===== src/rtl/register_scoreboard_if.sv =====
// register_scoreboard_if: issue/control inputs and per-register status outputs of the scoreboard
interface register_scoreboard_if;
  logic       issue_valid;
  logic       issue_we;
  logic [2:0] issue_rd;
  logic       freeze;
  logic       flush;
  logic [2:0] register_invalid [7:0];
  logic       pending;
  logic [3:0] pending_count;
  modport master (output issue_valid, issue_we, issue_rd, freeze, flush, input register_invalid, pending, pending_count);
  modport slave (input issue_valid, issue_we, issue_rd, freeze, flush, output register_invalid, pending, pending_count);
endinterface


===== src/rtl/register_scoreboard.sv =====
// register_scoreboard: per-register countdown of in-flight writes (3=EX, 2=MEM, 1=WB, 0=none)
module register_scoreboard #(
  parameter int NREG = 8,
  parameter int DEPTH = 3
) (
  input logic clk,
  input logic reset,
  register_scoreboard_if.slave sb
);
  localparam logic [2:0] D = 3'(DEPTH);
  logic [2:0] cnt [NREG];
  logic       issue;
  assign issue = sb.issue_valid && sb.issue_we && !sb.flush;
  genvar i;
  for (i = 0; i < NREG; i++) begin : g_entry
    always_ff @(posedge clk)
      if (reset) cnt[i] <= '0;
      else if (!sb.freeze)
        cnt[i] <= issue && sb.issue_rd == 3'(i) ? D :
                  sb.flush && cnt[i] == D ? 3'd0 :
                  cnt[i] != 3'd0 ? cnt[i] - 3'd1 : 3'd0;
    assign sb.register_invalid[i] = cnt[i];
  end
  always_comb begin
    sb.pending_count = '0;
    for (int r = 0; r < NREG; r++) sb.pending_count = sb.pending_count + 4'(cnt[r] != 3'd0);
  end
  assign sb.pending = sb.pending_count != 4'd0;
endmodule


===== src/flat_wrapper.sv =====
// flat-port wrapper written by rule: the top's interface ports become plain ports
module register_scoreboard_flat 
#(
  parameter int NREG = 8,
  parameter int DEPTH = 3
)
  (clk, reset, sb_issue_valid, sb_issue_we, sb_issue_rd, sb_freeze, sb_flush, sb_register_invalid, sb_pending, sb_pending_count);
  register_scoreboard_if sb_i ();
  input logic clk;
  input logic reset;
  input wire logic [$bits(sb_i.issue_valid)-1:0] sb_issue_valid;
  input wire logic [$bits(sb_i.issue_we)-1:0] sb_issue_we;
  input wire logic [$bits(sb_i.issue_rd)-1:0] sb_issue_rd;
  input wire logic [$bits(sb_i.freeze)-1:0] sb_freeze;
  input wire logic [$bits(sb_i.flush)-1:0] sb_flush;
  output wire logic [$bits(sb_i.register_invalid)-1:0] sb_register_invalid;
  output wire logic [$bits(sb_i.pending)-1:0] sb_pending;
  output wire logic [$bits(sb_i.pending_count)-1:0] sb_pending_count;
  assign sb_i.issue_valid = sb_issue_valid;
  assign sb_i.issue_we = sb_issue_we;
  assign sb_i.issue_rd = sb_issue_rd;
  assign sb_i.freeze = sb_freeze;
  assign sb_i.flush = sb_flush;
  assign sb_register_invalid = {>>{sb_i.register_invalid}};
  assign sb_pending = sb_i.pending;
  assign sb_pending_count = sb_i.pending_count;
  register_scoreboard #(.NREG(NREG), .DEPTH(DEPTH)) u_core (.clk(clk), .reset(reset), .sb(sb_i));
endmodule

===== config.mk =====
export PLATFORM = sky130hd
export DESIGN_NAME = register_scoreboard_flat
export DESIGN_NICKNAME = d
export VERILOG_FILES = /design/src/rtl/register_scoreboard_if.sv /design/src/rtl/register_scoreboard.sv /design/src/flat_wrapper.sv
export SDC_FILE = /design/constraint.sdc
export NUM_CORES = 1
export LEC_CHECK = 0
export CAP_MARGIN = 20
export CORE_MARGIN = 10
export CORE_UTILIZATION = 43
export CTS_CLUSTER_SIZE = 14
export DETAILED_ROUTE_END_ITERATION = 10
export GPL_TIMING_DRIVEN = 0
export PLACE_DENSITY = 0.76
export RECOVER_POWER = 25
export SLEW_MARGIN = 30
export SYNTH_ARGS = -nofsm -noshare
export SYNTH_HDL_FRONTEND = slang
export SYNTH_SLANG_ARGS = --single-unit

===== constraint.sdc =====
create_clock -name clk -period 3.6 [get_ports clk]
set_input_delay 0.36 -clock clk [delete_from_list [all_inputs] [get_ports clk]]
set_output_delay 0.36 -clock clk [all_outputs]
set_load 0.05 [all_outputs]

==> metrics.md, run 1 <==
| Metric | Value |
|---|---|
| Sw Pwr | 0.000466 W |
| Vias in the first global route | 1,326 |
| Reg with most FFs | u_core.cnt |
| Overall routing resource usage | 0.127 |
| Largest net degree at the start of global routing | 25 |
| Ys Warns | 0 |
| Reg2reg setup slack | roughly 1900 ps |
| # setup viols final | 3 |
| Placed Instances | around 220 |
| Setup crit start kind | flop |
| CTS max path bufs | 2 |
| CP Capture Point | sb_pending |
| Area of the multi-input gates | between 700 and 800 sq um |
| Drt via density | 5.41 |
| Post-Syn Nets | 153 |
| Post-layout power | 0.00109 W |
| Residual DRC | 0 |
| Hold Fails Final Rpt | 0 |
| Routed via count | ~1,200 |
| Area growth syn-to-layout | 39.0% |
| Die ar. | 0.00613 sq mm |
| Clock sinks | 24 |
| Hold path cells | 1 |
| FMAX | 236 MHz |
| DP HPWL | ~2800 um |
| WL final | approximately 3800 um |
| Skew-Pair Late Insertion Delay | 310 ps |
| PD cells | around 540 mW/mm^2 |
| Syn Std Cell Area | around 0.0015 sq mm |
| Core Box Area | approximately 0.0033 sq mm |
| Slew Limit Fails | 0 |
| Post-synth top area cell | edfxtp_1 |
| Initial DRC Count | approximately 130 |
| Maximum vdd drop | between 0.00015 and 0.0002 V |
| Post-DR wirelength/cell | between 15 and 20 um |
| Clock Skew | approximately 0.82 ps |
| Register share of total power | 0.321 |
| Max reg flops | 24 |
| Setup CP Type | flop to output pin |
| Syn Inst Count | 135 |
| ANT cells | 0 |
| Cell variety after synth | 31 |
| ANT nets after route | 0 |
| Fin cells | 231 |
| HP Start | u_core.cnt[2][2] |
| Top cells by area, synth | edfxtp_1 49%, fa_1 5.5%, ha_1 4.3% |
| Hold WC Path Type | flop to flop |
| Comb pwr share | 0.571 |
| Worst EP arrival | 3870 ps |
| Status | finished with violations |
| Clk pwr share | 0.108 |
| Leak pwr | ~0.79 nW |
| Int Pwr | slightly above 0.0006 W |
| Crit share post-route | 1.18 |
| Req. time, crit path | approximately 3200 ps |
| Critical path origin | u_core.cnt[0][0] |
| Crit end category | output pin |
| Worst relative slew slack | 0.222 |
| Layout cells sized above 1 | 0.168 |
| Die Ht | just under 80 um |
| Io pins | 38 |
| Total CTS buffers | 3 |
| Root Buffer | clkbuf_4 |
| Switching Fraction | 0.428 |
| Number of port buffers | 37 |
| DIE WIDTH | around 78 um |
| Layout Nets | between 200 and 250 |
| CP Max Fanout | 2 |
| GRT overflow | 0 |
| Post-synthesis sequential area ratio | 0.494 |
| Final worst slack | -632 ps |
| Minimum clock period | around 4200 ps |
| Unrepaired setup endpoints after global routing | true |
| Post-synthesis register bit count | 24 |
| Clk slew on worst S/H paths | about 120 ps |
| Initial core utilization | 0.441 |
| Worst-Margin Slew | 1170 ps |
| Reg area | 721 sq um |
| Failing checks | setup timing |
| Syn avg cell area | 10.8 sq um |
| Reg2Reg Depth | 4 |
| GPL Wtd Cong | about 0.75 |
| Regs by FF count | u_core.cnt x24 |
| Max-cap violation count | 0 |
| DRT Pass-1 Iters | 4 |
| Fillers | ~290 |
| FF-to-FF Start | u_core.cnt[3][0] |
| First-pass GRT wire length | ~6400 um |
| Worst r2r dst | u_core.cnt[3][2] |
| Top-area cell type share of the netlist area | 0.494 |
| Initial antenna violation count | 0 |
| H-Tree Depth | 1 |
| Hold-fix buffers, CTS | 0 |
| Placement Rows | 21 |
| TritonCTS clock tree | done |
| Core Util, Final | 0.613 |
[cells in the final DEF (no fill, tap or decap), types with 3 or more instances in the layout]
cell	instances
buf_4	11
nand2_1	12
o211ai_1	5
a31oi_1	5
nor2_1	15
o21bai_1	6
edfxtp_1	24
and3_1	5
clkdlybuf4s50_1	30
inv_1	7
clkbuf_4	3
ha_1	5
a21oi_1	9
or3_1	7
[power groups by stage]
stage	clock network, W	logic (W)	registers (W)
2_1_floorplan	0	0.000322	0.000417
3_3_place_gp	0	0.000527	0.000356
3_5_place_dp	0	0.000538	0.000358
4_1_cts	0.000118	0.000598	0.000348
5_1_grt	0.000133	0.000671	0.000353
6_report	0.000117	0.000621	0.000349
[how the worst min path moves through the flow]
stage,endpoint,slack (ps)
after floorplan,u_core.cnt[3][0],650
after global placement,u_core.cnt[1][2],660
after detailed placement,u_core.cnt[1][2],670
after CTS,u_core.cnt[1][2],700
after global routing,u_core.cnt[1][2],730
final,u_core.cnt[2][2],710
[layer usage]
layer | wire length, um | track usage
met5 | 0 | 0
met1 | 1670 | 0.149
met4 | 44 | 0.0376
met3 | 235 | 0.0433
met2 | 1860 | 0.215
[synthesized netlist by cell type, drive strengths merged]
cell and n:
a21oi 10, nor3 2, nor3b 2, or2 2
o311a 1, o211ai 5, o21a 1, o2111a 1
buf 2, nor2 15, and3b 2, or3 7
a31oi 5, and4b 1, nand4b 1, a311oi 1
nand4 2, inv 9, a2bb2oi 2, nor2b 2
o21bai 6, fa 4, and3 5, nand2b 1
xnor2 3, nand2 12, ha 5, edfxtp 24
or4 1, o31a 1
[final cells by class]
class | instances | area share
clock buffers | 3 | 0.0111
flip-flops and latches | 24 | 0.355
inverters | 9 | 0.0166
repair buffers | 47 | 0.224
plain buffers | 2 | 0.00493
well taps | 46 | 0.0284
multi-input cells | 100 | 0.359
[kinds of logic (layout without fill, tap and decap cells)]
group,after synthesis,count (layout),share of synthesized area
AND/OR/NAND/NOR,55,55,0.201
buffers and inverters,11,61,0.0300
adder cells (fa/ha/maj),9,9,0.0977
flip-flops,24,24,0.494
AO/OA/AOI/OAI,33,33,0.160
XOR/XNOR,3,3,0.0180
[critical path: stages (launching register included)]
cell and delay, ps:
edfxtp_1 400, or3_1 390, ha_1 310, fa_1 460, fa_1 520, fa_2 210
inv_2 40, fa_2 520, inv_2 40, or4_4 510, buf_8 170
[per-stage QoR]
stage	hold WS [ps]	TNS [ps]	instance area (sq um)	setup slack (ps)
final	709	-1050	2030	-632
after global routing	728	-1560	2030	-775
after CTS	702	-1160	2000	-669
after detailed placement	672	-3200	1920	-1050
after global placement	656	-3050	1910	-1020
after floorplan	655	-1390	1490	-777
[repair_timing]
item                                    in CTS  in global routing
gates resized for setup                     37                  6
setup buffers                                8                  3
endpoints found under the setup margin       5                  5
pin swaps                                    7                  3
Note: power is estimated with default switching activity, not from simulation.
==> run 2: changes to the inputs <==
--- a/config.mk
+++ b/config.mk
@@ -6,7 +6,6 @@
 export NUM_CORES = 1
 export LEC_CHECK = 0
 export CAP_MARGIN = 20
-export CORE_MARGIN = 10
 export CORE_UTILIZATION = 43
 export CTS_CLUSTER_SIZE = 14
 export DETAILED_ROUTE_END_ITERATION = 10
@@ -17,3 +16,4 @@
 export SYNTH_ARGS = -nofsm -noshare
 export SYNTH_HDL_FRONTEND = slang
 export SYNTH_SLANG_ARGS = --single-unit
+export TNS_END_PERCENT = 20
==> run 2 against run 1 <==
Compared with the run above:
- highest routed layer unchanged
- via count is 1.4% lower
- fmax is 0.12% higher
- the flow still finishes with violations (setup timing)
- sequential share of layout area is 1.2 points higher
- cell count is 2.6% lower
- power is 8.6% lower
- flip-flop and latch count stayed put
- sequential power hardly changed
- critical path depth stayed put
- count of clock-buffer cells in the layout stayed put
==> metrics.md, run 2 (synthesis results as in run 1) <==
| Metric | Value |
|---|---|
| Status | finished with violations |
| Failing checks | setup timing |
| Io pins | 38 (unchanged) |
| Drt via density | 5.48 (+1.3%) |
| Die ar. | 0.00363 sq mm (-41%) |
| Total CTS buffers | 3 (unchanged) |
| Root Buffer | clkbuf_4 |
| Crit end category | output pin |
| Int Pwr | 0.000556 W (-10%) |
| Residual DRC | 0 (unchanged) |
| Die Ht | 60.3 um (-23%) |
| Clock sinks | 24 (unchanged) |
| Most frequent cells in the layout | 31 x clkdlybuf4s50_1, 24 x edfxtp_1, 15 x nor2_1 |
| Area growth syn-to-layout | 34.6% |
| H-Tree Depth | 1 (unchanged) |
| DP HPWL | 2500 um (-12%) |
| Post-DR wirelength/cell | 15.5 um (-6.0%) |
| Slew Limit Fails | 0 (unchanged) |
| Crit share post-route | 1.17 (-0.00138) |
| Placement Rows | 20 (-4.8%) |
| Worst r2r dst | u_core.cnt[3][2] |
| Layout Nets | 201 (-2.0%) |
| Total negative slack | -1160 ps (-108 ps) |
| Number of port buffers | 37 (unchanged) |
| DIE WIDTH | 60.3 um (-23%) |
| Max-cap violation count | 0 (unchanged) |
| Leak pwr | 0.762 nW (-3.3%) |
| Worst relative slew slack | 0.250 (+0.0280) |
| First-pass GRT wire length | 5680 um (-11%) |
| Reg2reg setup slack | 1870 ps (-60 ps) |
| Post-layout power | 0.000994 W (-8.6%) |
| Largest net degree at the start of global routing | 25 (unchanged) |
| CP Max Fanout | 2 (unchanged) |
| Setup CP Type | flop to output pin |
| Clock Skew | 1.18 ps (+0.359 ps) |
| Core Box Area | 0.00313 sq mm (-5.5%) |
| Setup crit start kind | flop |
| Reg with most FFs | u_core.cnt |
| Worst-Margin Slew | 1120 ps (-42.0 ps) |
| Comb pwr share | 0.532 (-0.039) |
| Critical path origin | u_core.cnt[0][3] |
| Vias in the first global route | 1,238 (-6.6%) |
| Unrepaired setup endpoints after global routing | true |
| FMAX | 237 MHz (+0.12%) |
| Maximum vdd drop | 0.000239 V (+30%) |
| GPL Wtd Cong | 0.737 (-1.7%) |
| TritonCTS clock tree | done |
| Switching Fraction | 0.440 (+0.0117) |
| Overall routing resource usage | 0.216 (+0.0893) |
| Clk pwr share | 0.117 (+0.009) |
| Minimum clock period | 4230 ps (-4.98 ps) |
| Final Hold Slack | 696 ps (-12.5 ps) |
| Fillers | 268 (-6.9%) |
| Layout cells sized above 1 | 0.127 (-0.0405) |
| GRT overflow | 0 (unchanged) |
| CP Capture Point | sb_pending |
| DRT Pass-1 Iters | 4 (unchanged) |
| Fin cells | 225 (-2.6%) |
| Placed Instances | 216 (-0.92%) |
| ANT cells | 0 (unchanged) |
| Register share of total power | 0.351 (+0.030) |
| Initial DRC Count | 71 (-47%) |
| Clk slew on worst S/H paths | 130 ps (about the same) |
| FF-to-FF Start | u_core.cnt[3][0] |
| Hold WC Path Type | flop to flop |
| ANT nets after route | 0 (unchanged) |
| Req. time, crit path | 3240 ps (about the same) |
| Max reg flops | 24 (unchanged) |
| Worst EP arrival | 3870 ps (about the same) |
| WL final | 3490 um (-8.4%) |
| Final worst slack | -627 ps (+4.98 ps) |
| Hold-fix buffers, CTS | 0 (unchanged) |
| Most common cell after layout, fill and taps aside | clkdlybuf4s50_1 |
| Routed via count | 1,232 (-1.4%) |
| Initial antenna violation count | 0 (unchanged) |
| Hold Fails Final Rpt | 0 (unchanged) |
| PD cells | 506 mW/mm^2 (-5.6%) |
| Regs by FF count | u_core.cnt x24 |
| Initial core utilization | 0.467 (+0.0258) |
| Skew-Pair Late Insertion Delay | 300 ps (about the same) |
| # setup viols final | 4 (+1) |
| Reg2Reg Depth | 4 (unchanged) |
| Sw Pwr | 0.000437 W (-6.1%) |
| CTS max path bufs | 2 (unchanged) |
-- run 2: cell type report --
class,count,area [sq um],area share
inverters,9,33.8,0.0172
flip-flops and latches,24,721,0.367
well taps,44,55.1,0.0280
plain buffers,2,10.0,0.00509
repair buffers,43,414,0.211
clock buffers,3,22.5,0.0115
multi-input cells,100,709,0.361
-- run 2: power groups by stage --
stage / logic (W) / clock network, W / registers [W]
3_3_place_gp: 0.000509 / 0 / 0.000355
6_report: 0.000529 / 0.000116 / 0.000349
5_1_grt: 0.000559 / 0.000126 / 0.000353
4_1_cts: 0.000525 / 0.000116 / 0.000348
3_5_place_dp: 0.000521 / 0 / 0.000358
2_1_floorplan: 0.000306 / 0 / 0.000417
-- run 2: timing repair --
action                                  4_1_cts  5_1_grt
gates resized for setup                      27        5
pin swaps                                     6        0
endpoints found under the setup margin        5        5
setup buffers                                 6        0
-- run 2: per-layer routing --
layer | track usage | up-vias | part of all wire
li1 | - | 600 | -
met1 | 0.263 | 589 | 0.45
met2 | 0.372 | 35 | 0.49
met3 | 0.0368 | 8 | 0.036
met4 | 0.0963 | 0 | 0.018
met5 | 0 | - | 0
-- run 2: stage by stage --
step,worst slack [ps],utilization,cell area (sq um)
2_1_floorplan,-777,-,1470
3_3_place_gp,-970,0.606,1900
3_5_place_dp,-1000,0.607,1900
4_1_cts,-632,0.630,1970
5_1_grt,-729,0.628,1970
6_report,-627,0.628,1970
-- run 2: worst min-delay path by stage --
stage / start / end / slack [ps] / depth (start not counted)
CTS: u_core.cnt[1][2] / u_core.cnt[1][2] / 700 / 1
global route: u_core.cnt[1][2] / u_core.cnt[1][2] / 740 / 1
floorplan: reset / u_core.cnt[3][0] / 650 / 2
global placement: u_core.cnt[1][2] / u_core.cnt[1][2] / 650 / 1
finish: u_core.cnt[1][2] / u_core.cnt[1][2] / 700 / 1
detailed placement: u_core.cnt[1][2] / u_core.cnt[1][2] / 660 / 1
-- run 2: worst max-delay path, cell delays in order (launching register included) --
cell and delay, ps:
edfxtp_1 410, or3_1 400, ha_1 300, fa_1 470
fa_1 520, fa_2 210, inv_2 40, fa_1 480
inv_1 50, or4_4 510, buf_8 170
==> run 3: changes to the inputs <==
--- a/config.mk
+++ b/config.mk
@@ -5,12 +5,13 @@
 export SDC_FILE = /design/constraint.sdc
 export NUM_CORES = 1
 export LEC_CHECK = 0
-export CAP_MARGIN = 20
-export CORE_UTILIZATION = 43
+export CELL_PAD_IN_SITES_DETAIL_PLACEMENT = 0
+export CELL_PAD_IN_SITES_GLOBAL_PLACEMENT = 1
+export CORE_UTILIZATION = 33
 export CTS_CLUSTER_SIZE = 14
 export DETAILED_ROUTE_END_ITERATION = 10
 export GPL_TIMING_DRIVEN = 0
-export PLACE_DENSITY = 0.76
+export PLACE_DENSITY = 0.75
 export RECOVER_POWER = 25
 export SLEW_MARGIN = 30
 export SYNTH_ARGS = -nofsm -noshare
==> run 3 against run 2 <==
Compared with the run above:
- the flow still finishes with violations (setup timing)
- highest routed layer unchanged
- via count down 0.32%
- combinational power down 0.8%
- routed wire length up 0.23%
- largest cell class unchanged
- worst hold slack better by 2.6 ps
- power up 3.7%
- non-clock buffer count up 1
==> metrics.md, run 3 (synthesis results as in run 1) <==
| Metric | Value |
|---|---|
| # setup viols final | 4 (unchanged) |
| Regs by FF count | u_core.cnt x24 |
| Worst EP arrival | 3820 ps (-50 ps) |
| Drt via density | 5.29 (-3.3%) |
| Met1 WL | 1680 um (+6.6%) |
| Sw Pwr | 0.000442 W (+0.96%) |
| Root Buffer | clkbuf_8 |
| Slew Limit Fails | 0 (unchanged) |
| Crit-path most repeated cell | fa_1 |
| Residual DRC | 0 (unchanged) |
| Area growth syn-to-layout | 36.7% |
| Switching Fraction | 0.428 (-0.0117) |
| Reg area | 721 sq um (unchanged) |
| DP HPWL | 2560 um (+2.7%) |
| Clk pwr share | 0.152 (+0.035) |
| CTS max path bufs | 2 (unchanged) |
| CP Max Fanout | 2 (unchanged) |
| Minimum clock period | 4180 ps (-44.6 ps) |
| Register share of total power | 0.339 (-0.012) |
| Crit path largest cell delay | 510 ps (about the same) |
| Max reg flops | 24 (unchanged) |
| Clk slew on worst S/H paths | 80 ps (-50 ps) |
| Clock sinks | 24 (unchanged) |
| Maximum vdd drop | 0.000214 V (-11%) |
| Largest net degree at the start of global routing | 25 (unchanged) |
| Most frequent cells in the layout | 31 x clkdlybuf4s50_1, 24 x edfxtp_1, 15 x nor2_1 |
| Comb pwr share | 0.509 (-0.023) |
| Met3 WL | 104 um (-16%) |
| Max Used Layer | met4 |
| Int Pwr | 0.000589 W (+5.9%) |
| DIE WIDTH | 68.5 um (+14%) |
| Hold Fails Final Rpt | 0 (unchanged) |
| Max-cap violation count | 0 (unchanged) |
| Setup CP Type | flop to output pin |
| Die Ht | 68.5 um (+14%) |
| Final Cell Area | 0.00200 sq mm (+1.5%) |
| ANT nets after route | 0 (unchanged) |
| H-Tree Depth | 1 (unchanged) |
| Hold WC Path Type | flop to flop |
| Die ar. | 0.00469 sq mm (+29%) |
| Total CTS buffers | 3 (unchanged) |
| Initial antenna violation count | 0 (unchanged) |
| Io pins | 38 (unchanged) |
| GRT overflow | 0 (unchanged) |
| Skew-Pair Late Insertion Delay | 260 ps (-40 ps) |
| Setup crit start kind | flop |
| Failing checks | setup timing |
| Post-DR wirelength/cell | 15.1 um (-2.8%) |
| GPL Wtd Cong | 0.780 (+5.8%) |
| Most common cell after layout, fill and taps aside | clkdlybuf4s50_1 |
| Number of port buffers | 37 (unchanged) |
| Clock Skew | 0.305 ps (-0.872 ps) |
| Final worst slack | -583 ps (+44.6 ps) |
| TritonCTS clock tree | done |
| Met2 WL | 1680 um (-2.8%) |
| Reg with most FFs | u_core.cnt |
| Routed via count | 1,228 (-0.32%) |
| Area after DPL | 0.00191 sq mm (+0.40%) |
| Placement Rows | 23 (+15%) |
| Initial DRC Count | 96 (+35%) |
| Core Util, Final | 0.485 (-0.143) |
| Area of the multi-input gates | 709 sq um (unchanged) |
| Post-layout power | 0.00103 W (+3.7%) |
| ANT cells | 0 (unchanged) |
| PD cells | 517 mW/mm^2 (+2.2%) |
| WL final | 3500 um (+0.23%) |
| Slowest-stage cell, CP | fa_1 |
| Overall routing resource usage | 0.163 (-0.0536) |
| Worst relative slew slack | 0.234 (-0.0160) |
| Cells along the critical path | or3_1, ha_1, fa_1, fa_1, fa_2, inv_1, fa_1, xnor2_2, or4_4, buf_8 |
| Initial core utilization | 0.355 (-0.112) |
| Req. time, crit path | 3240 ps (about the same) |
| Hold-fix buffers, CTS | 0 (unchanged) |
| FMAX | 239 MHz (+1.1%) |
| Crit end category | output pin |
| Core Box Area | 0.00412 sq mm (+32%) |
| Status | finished with violations |
| Leak pwr | 0.778 nW (+2.1%) |
| Crit share post-route | 1.16 (-0.0124) |
| DRT Pass-1 Iters | 4 (unchanged) |
| First-pass GRT wire length | 5550 um (-2.3%) |
| Fillers | 389 (+45%) |
| Layout cells sized above 1 | 0.121 (-0.00619) |
| Vias in the first global route | 1,163 (-6.1%) |
| Unrepaired setup endpoints after global routing | true |
| Worst-Margin Slew | 1150 ps (+23.9 ps) |
| Layout Nets | 202 (+0.50%) |
## run 3: changes by cell type in the layout (fill, tap and decap cells not counted), sizes merged
cell | previous run | this run
dlygate4sd2 | 0 | 2
buf | 11 | 12
clkbuf | 4 | 3
clkdlybuf4s15 | 1 | 0
## run 3: path summary, 6_finish.rpt
check	from	to	slack, ps	cells past startpoint
hold reg to reg	u_core.cnt[2][5]	u_core.cnt[2][5]	700	1
setup / recovery	u_core.cnt[0][2]	sb_pending	-580	10
hold / removal	u_core.cnt[2][5]	u_core.cnt[2][5]	700	1
setup reg to reg	u_core.cnt[3][0]	u_core.cnt[3][2]	1940	4
## run 3: critical path, delay by kind of cell (launching register included)
| family | cells | cell delay, ps |
|---|---|---|
| DFF | 1 | 400 |
| and+or+nand+nor | 2 | 880 |
| buffers and inverters | 2 | 210 |
| xor gates and xnor gates | 1 | 160 |
| adders and majority gates | 5 | 1900 |
## run 3: cell type report
type | count | area share
tap | 50 | 0.0313
buffer | 2 | 0.00502
sequential | 24 | 0.361
clock buffer | 3 | 0.0207
multi-input combinational | 100 | 0.355
timing repair buffer | 44 | 0.209
inverter | 9 | 0.0169
## run 3: timing repair
item / in CTS / in global routing
setup buffers: 7 / 0
pin swaps: 6 / 0
resized for setup: 20 / 4
endpoints found under the setup margin: 5 / 5
## run 3: power groups by stage
| stage | sequential [W] | combinational, W | clock, W |
|---|---|---|---|
| 6_report | 0.000349 | 0.000525 | 0.000157 |
| 5_1_grt | 0.000353 | 0.000573 | 0.000174 |
| 4_1_cts | 0.000348 | 0.000529 | 0.000164 |
| 3_5_place_dp | 0.000358 | 0.000521 | 0 |
| 3_3_place_gp | 0.000356 | 0.000512 | 0 |
| 2_1_floorplan | 0.000417 | 0.000306 | 0 |
## run 3: metal layers
layer	vias up	GRT usage
li1	602	-
met1	597	0.225
met2	27	0.257
met3	2	0.0181
met4	0	0.0677
met5	-	0
## run 3: through the flow
step,setup WS (ps),std cells,hold slack (ps),TNS [ps]
after detailed placement,-1010,222,670,-3120
after global placement,-982,222,657,-3010
after floorplan,-777,135,655,-1670
after CTS,-576,232,700,-1520
final,-583,232,699,-1470
after global routing,-693,232,740,-1980
